==> src/rtl/pc_control.sv <==
// Next-PC generator: PC+2 or PC-relative branch target, plus the architectural PC register.
// Latency: PC_out/taken are combinational (zero cycles); pc_q follows PC_out one edge later.
// Backpressure: pc_en=0 stalls the PC register (holds pc_q); the next-PC logic never stalls.
module pc_control (
    input  logic        clk,
    input  logic        rst,
    input  logic        B,
    input  logic [2:0]  C,
    input  logic [8:0]  I,
    input  logic [2:0]  F,
    input  logic [15:0] PC_in,
    input  logic        pc_en,
    output logic [15:0] PC_out,
    output logic        taken,
    output logic [15:0] pc_q
);

    typedef enum logic [2:0] {
        CC_NEQ    = 3'b000,
        CC_EQ     = 3'b001,
        CC_GT     = 3'b010,
        CC_LT     = 3'b011,
        CC_GTE    = 3'b100,
        CC_LTE    = 3'b101,
        CC_OVF    = 3'b110,
        CC_UNCOND = 3'b111
    } cond_t;

    logic        n_flag;
    logic        z_flag;
    logic        v_flag;
    logic        cond_met;
    logic [15:0] pc_plus2;
    logic [15:0] offset_words;
    logic [15:0] target;
    logic [15:0] pc_d;

    assign n_flag = F[2];
    assign z_flag = F[1];
    assign v_flag = F[0];

    // Decode all eight condition codes explicitly so no code leaves cond_met undefined.
    always_comb begin
        cond_met = 1'b0;
        case (cond_t'(C))
            CC_NEQ:    cond_met = ~z_flag;
            CC_EQ:     cond_met = z_flag;
            CC_GT:     cond_met = ~z_flag & ~n_flag;
            CC_LT:     cond_met = n_flag;
            CC_GTE:    cond_met = z_flag | (~z_flag & ~n_flag);
            CC_LTE:    cond_met = n_flag | z_flag;
            CC_OVF:    cond_met = v_flag;
            CC_UNCOND: cond_met = 1'b1;
            default:   cond_met = 1'b0;
        endcase
    end

    // Next-PC arithmetic; offset is in instruction words, so scale by two bytes. Wraps mod 2^16.
    always_comb begin
        pc_plus2     = PC_in + 16'd2;
        offset_words = {{7{I[8]}}, I};
        target       = pc_plus2 + (offset_words << 1);
        taken        = B & cond_met;
        PC_out       = taken ? target : pc_plus2;
    end

    // PC register next value: load the computed next PC, or hold while stalled.
    always_comb begin
        pc_d = pc_q;
        if (pc_en) begin
            pc_d = PC_out;
        end
    end

    // Architectural PC register; reset clears it immediately and overrides pc_en.
    always_ff @(posedge clk or posedge rst) begin
        if (rst) begin
            pc_q <= 16'h0000;
        end else begin
            pc_q <= pc_d;
        end
    end

endmodule

==> config.mk <==
export PLATFORM = sky130hd
export DESIGN_NAME = pc_control
export DESIGN_NICKNAME = d
export VERILOG_FILES = /design/src/rtl/pc_control.sv
export SDC_FILE = /design/constraint.sdc
export NUM_CORES = 1
export LEC_CHECK = 0
export ABC_AREA = 1
export CORE_ASPECT_RATIO = 0.5
export CORE_MARGIN = 4
export CORE_UTILIZATION = 42
export DETAILED_ROUTE_END_ITERATION = 7
export GPL_TIMING_DRIVEN = 0
export PLACE_DENSITY = 0.86
export RECOVER_POWER = 100
export SLEW_MARGIN = 20
export SYNTH_ARGS = -nofsm -noshare
export SYNTH_HDL_FRONTEND = slang
export SYNTH_SLANG_ARGS = --single-unit
==> constraint.sdc <==
create_clock -name clk -period 2 [get_ports clk]
set_input_delay 0.2 -clock clk [delete_from_list [all_inputs] [get_ports clk]]
set_output_delay 0.2 -clock clk [all_outputs]
set_load 0.005 [all_outputs]
==> impl_metrics.toml, run 1 <==
[status]
status = "stopped before the end"
lastStage = "5_1_grt"
stop_error = "[ERROR DPL-0038] Utilization greater than 100%, impossible to legalize"

[synth]
synthCells = 325
synth.mux.area_fraction_pct = 0
yosysSeqAreaShare_pct = 19.7
ys.flop_type = "dfrtp_1"
netlist_area_sq_um = 2030
synth-compound-area-share_pct = 10.5
synth_top_family_by_area = "simple AND/OR/NAND/NOR gates"
synthXorXnorAreaFrac_pct = 6.89
yosys_warnings = 0
async_flop_share_pct = 100
avgSynthCellArea_sq_um = 6.26
synth_seq_cells = 16
synth_edf_count = 0
synthAdderAreaFrac_pct = 12.7
synth.distinct_cells = 36
synthSimpleGateAreaFrac_pct = 40.2
syn-num-nets = 380

[die]
die_y_um = 57.2
die_w_um = 106
start_util_pct = 44.9
core.rowCount = 17
ios = 68

[clocking]
cts_max_level = 1
clock-sinks = 16
cts-root-buf = "clkbuf_8"
cts_hold_buf = 0
cts_buffer_depth = 2
cts_inserted_buffers = 3

[timing]
worst_endpoint = "PC_out[15]"
endpoint_type = "top-level output"

[place]
routabilityCongestion = 0.891
place_hpwl_mm = 5.26
place_area_sq_um = 2910
dp_cells = 457
portBuffers = 66

[grt]
grt_max_degree = 17
-- cells by family after synthesis --
family          count (synthesis)
xor+xnor                       16
buf+inv                        48
fa+ha+maj                      20
flops                          16
compound gates                 36
simple gates                  189
-- repair_timing --
| item | 4_1_cts |
|---|---|
| resized for setup | 243 |
| endpoints found under the setup margin | 29 |
| setup buffers | 74 |
| pin swaps | 80 |
-- Yosys cell counts, types with 3 or more instances --
| master | number | area share, % |
|---|---|---|
| and2_1 | 5 | 1.5 |
| nor2_2 | 3 | 0.92 |
| o21ai_0 | 7 | 1.7 |
| xor2_1 | 10 | 4.3 |
| o21bai_1 | 3 | 1.1 |
| dfrtp_1 | 16 | 20 |
| nand3_1 | 25 | 6.2 |
| nand4_1 | 3 | 0.92 |
| inv_1 | 39 | 7.2 |
| a21oi_1 | 13 | 3.2 |
| xnor2_1 | 6 | 2.6 |
| o21ai_2 | 4 | 1.7 |
| nor2_1 | 24 | 4.4 |
| o21ai_1 | 4 | 0.98 |
| ha_1 | 19 | 12 |
| nand2_1 | 119 | 22 |
-- per-stage QoR --
stage / setup WS [ns] / setup TNS [ns]
after detailed placement: -1.67 / -30.66
after floorplan: -0.00834 / -0.0132
after global placement: -1.63 / -29.55
after CTS: -0.484 / -4.67
==> inputs of run 2 (changes only) <==
--- a/config.mk
+++ b/config.mk
@@ -6,12 +6,11 @@
 export NUM_CORES = 1
 export LEC_CHECK = 0
 export ABC_AREA = 1
-export CORE_ASPECT_RATIO = 0.5
 export CORE_MARGIN = 4
-export CORE_UTILIZATION = 42
+export CORE_UTILIZATION = 40
 export DETAILED_ROUTE_END_ITERATION = 7
 export GPL_TIMING_DRIVEN = 0
-export PLACE_DENSITY = 0.86
+export PLACE_DENSITY_LB_ADDON = 0.15
 export RECOVER_POWER = 100
 export SLEW_MARGIN = 20
 export SYNTH_ARGS = -nofsm -noshare
==> constraint.sdc (replaced) <==
create_clock -name clk -period 2.6 [get_ports clk]
set_input_delay 0.26 -clock clk [delete_from_list [all_inputs] [get_ports clk]]
set_output_delay 0.26 -clock clk [all_outputs]
set_load 0.005 [all_outputs]
==> run 2 against run 1 <==
  * The flow now finishes, with violations (setup timing)
  * Synthesized area is the same
  * Synthesized cell count is the same
==> impl_metrics.toml, run 2 <==
[synth]
syn-num-nets = 380
avgSynthCellArea_sq_um = 6.26
async_flop_share_pct = 100
synth_edf_count = 0
ys.flop_type = "dfrtp_1"
netlist_area_sq_um = 2030
synth.distinct_cells = 36
synthTopCellsByCount = "nand2_1, inv_1, nand3_1"
synth_area_leaders = "nand2_1, dfrtp_1, ha_1"
synth_seq_cells = 16
synthCells = 325
synth_top_area_share_pct = 22.0
yosysMostFrequentCell = "nand2_1"
yosys_warnings = 0
synth_area_leader_cell = "nand2_1"
yosysSeqAreaShare_pct = 19.7

[timing]
min_period_ns = 2.86
finalCritPeriodShare_pct = 110
max-slew-margin-rel_pct = 60.1
fin_skew_ns = 0
holdWs_ns = 0.438
hold_viol = 0
slew_viol_final = 0
rsz0062_at_grt = "true"
worstMarginPinSlew_ns = 0.598
finalSetupViolCount = 5
setup_ws_ns = -0.264
fmax_mhz = 349

[die]
core.rowCount = 25
start_util_pct = 42.2
core_sq_um = 4820
die-area_sq_um = 6290
die_w_um = 79.3
ios = 68
die_y_um = 79.3

[finish]
largest_reg_flops = 16
final_cell_mix = "nand2_1, buf_4, inv_1, clkdlybuf4s50_1, dlygate4sd3_1"
fillerInstances = 312
largest_register = "pc_q"
final_util_pct = 80.2
antenna_cells = 0
nNetsFinal = 500
areaGrowthSynthToFinish_pct = 90.0
final_common_cell = "nand2_1"
drive_above_1_share_pct = 42.9
top_regs = "pc_q x16"
final_area_sq_um = 3860

[worst_setup_path]
cp_max_fo = 5
crit_buf_inv = 5
worst-r2r-setup-slack_ns = 1.94
reg2reg_depth = 2
path_cells = "buf_6 > nand2_2 > inv_4 > nand4_4 > nor2_4 > nand3_2 > o21ai_2 > o21ai_2 > inv_2 > ha_4 > nand2_2 > nand2_2 > a21oi_2 > nand2_1 > nor2_2 > inv_1 > nand2_1 > nand2_1 > nand2_1 > nand2_2 > buf_2"
max_stage_delay_ns = 0.24
r2r_end = "pc_q[7]$_DFFE_PP0P_"
critPathCaptureType = "primary output"
r2r_start = "pc_q[7]$_DFFE_PP0P_"
criticalPathCategory = "in -> out"
cpLargestDelayFamily = "simple AND/OR/NAND/NOR gates"
cp-start-kind = "primary input"
cp_slowest_cell = "ha_4"
crit_required_ns = 2.34
cp.arrival_ns = 2.60

[clocking]
cts_buffer_depth = 2
clock-sinks = 16
cts_max_level = 1
cts_tree = "done"
cts-root-buf = "clkbuf_8"
clock_latency_ns = 0.24
clk_pin_slew_ns = 0.06
cts_hold_buf = 0
cts_inserted_buffers = 3

[grt]
antenna_found_initial = 0
grt_pass1_wl_mm = 10.8
grt_max_degree = 17
track_usage_pct = 21.4
grt_overflow = 0
grt_pass1_vias = 2400

[place]
routabilityCongestion = 0.845
place_area_sq_um = 2780
place_hpwl_mm = 4.50
portBuffers = 66

[route]
vias = 2766
drt_pre_antenna_iters = 5
drc = 0
postRouteAntennaNets = 0
drtIter0Drc = 205
via_per_inst = 5.42
wl_mm = 8.98
wl_per_cell_um = 17.6

[status]
status = "finished, violations left"
violations = "setup timing"

[worst_hold_path]
min_to = "pc_q[13]$_DFFE_PP0P_"
min_from = "pc_en"
hold_path_depth = 3
worst_hold_path_type = "in -> reg"

[pwr]
max-vdd-ir-drop_uv = 148
leakage_uw = 0.00187
powerDensity_nw_per_um2 = 351

[run]
maxCapViolCount = 0
==> run 2: cell type report <==
cell class	count	area [sq um]	share of cell area, %
well taps	67	83.8	2.17
plain buffers	6	42.5	1.10
multi-input cells	261	2110	54.6
clock buffers	3	41.3	1.07
flip-flops and latches	16	400	10.4
inverters	42	165	4.28
repair buffers	115	1020	26.4
==> run 2: worst reg2reg max path, cell delays in order (launching register included) <==
cell and delay [ns]:
dfrtp_1 0.38, nor2_1 0.11, a31oi_1 0.05
==> run 2: how the worst max path moves through the flow <==
stage	depth (start not counted)	slack (ns)	startpoint	endpoint
after floorplan	14	0.42	PC_in[3]	PC_out[10]
after global placement	13	-1.15	PC_in[1]	PC_out[14]
after detailed placement	13	-1.17	PC_in[1]	PC_out[14]
after CTS	16	-0.06	PC_in[1]	PC_out[14]
after global routing	21	-0.31	PC_in[4]	PC_out[15]
final	21	-0.26	PC_in[4]	PC_out[15]
==> run 2: timing repair <==
action | CTS | global route
buffers inserted | 25 | 24
endpoints found under the setup margin | 22 | 14
resized for setup | 141 | 93
pin swaps | 40 | 68
==> run 2: logic make-up (layout without fill, tap and decap cells) <==
family	Yosys count	count (layout)	synth area share, %
xor+xnor	16	16	6.89
flops	16	16	19.7
fa+ha+maj	20	20	12.7
simple gates	189	189	40.2
compound gates	36	36	10.5
buf+inv	48	166	9.97
==> run 2: power breakdown <==
part,leakage (uW),switching [uW],total [uW],internal [uW]
Sequential,0.000193,18.0,304,286
Clock,0.0000216,72.1,174,102
Combinational,0.00165,454,877,423
Total,0.00187,544,1360,811
==> run 2: routing by layer <==
layer	wire, um	up-vias	global-route usage [%]
met5	0	-	0
met4	488	0	8.25
met3	737	56	2.72
met2	4370	192	39.3
met1	3390	1255	25.0
li1	-	1263	-
==> run 2: per-stage QoR <==
| step | setup WS [ns] | std cells | power (uW) | TNS (ns) |
|---|---|---|---|---|
| floorplan | 0.419 | 325 | 620 | 0 |
| global placement | -1.15 | 458 | 885 | -14.71 |
| detailed placement | -1.17 | 458 | 897 | -15.15 |
| CTS | -0.0631 | 486 | 1160 | -0.180 |
| global route | -0.315 | 510 | 1430 | -1.04 |
| finish | -0.264 | 510 | 1360 | -0.606 |
(Power assumes the default switching activity.)
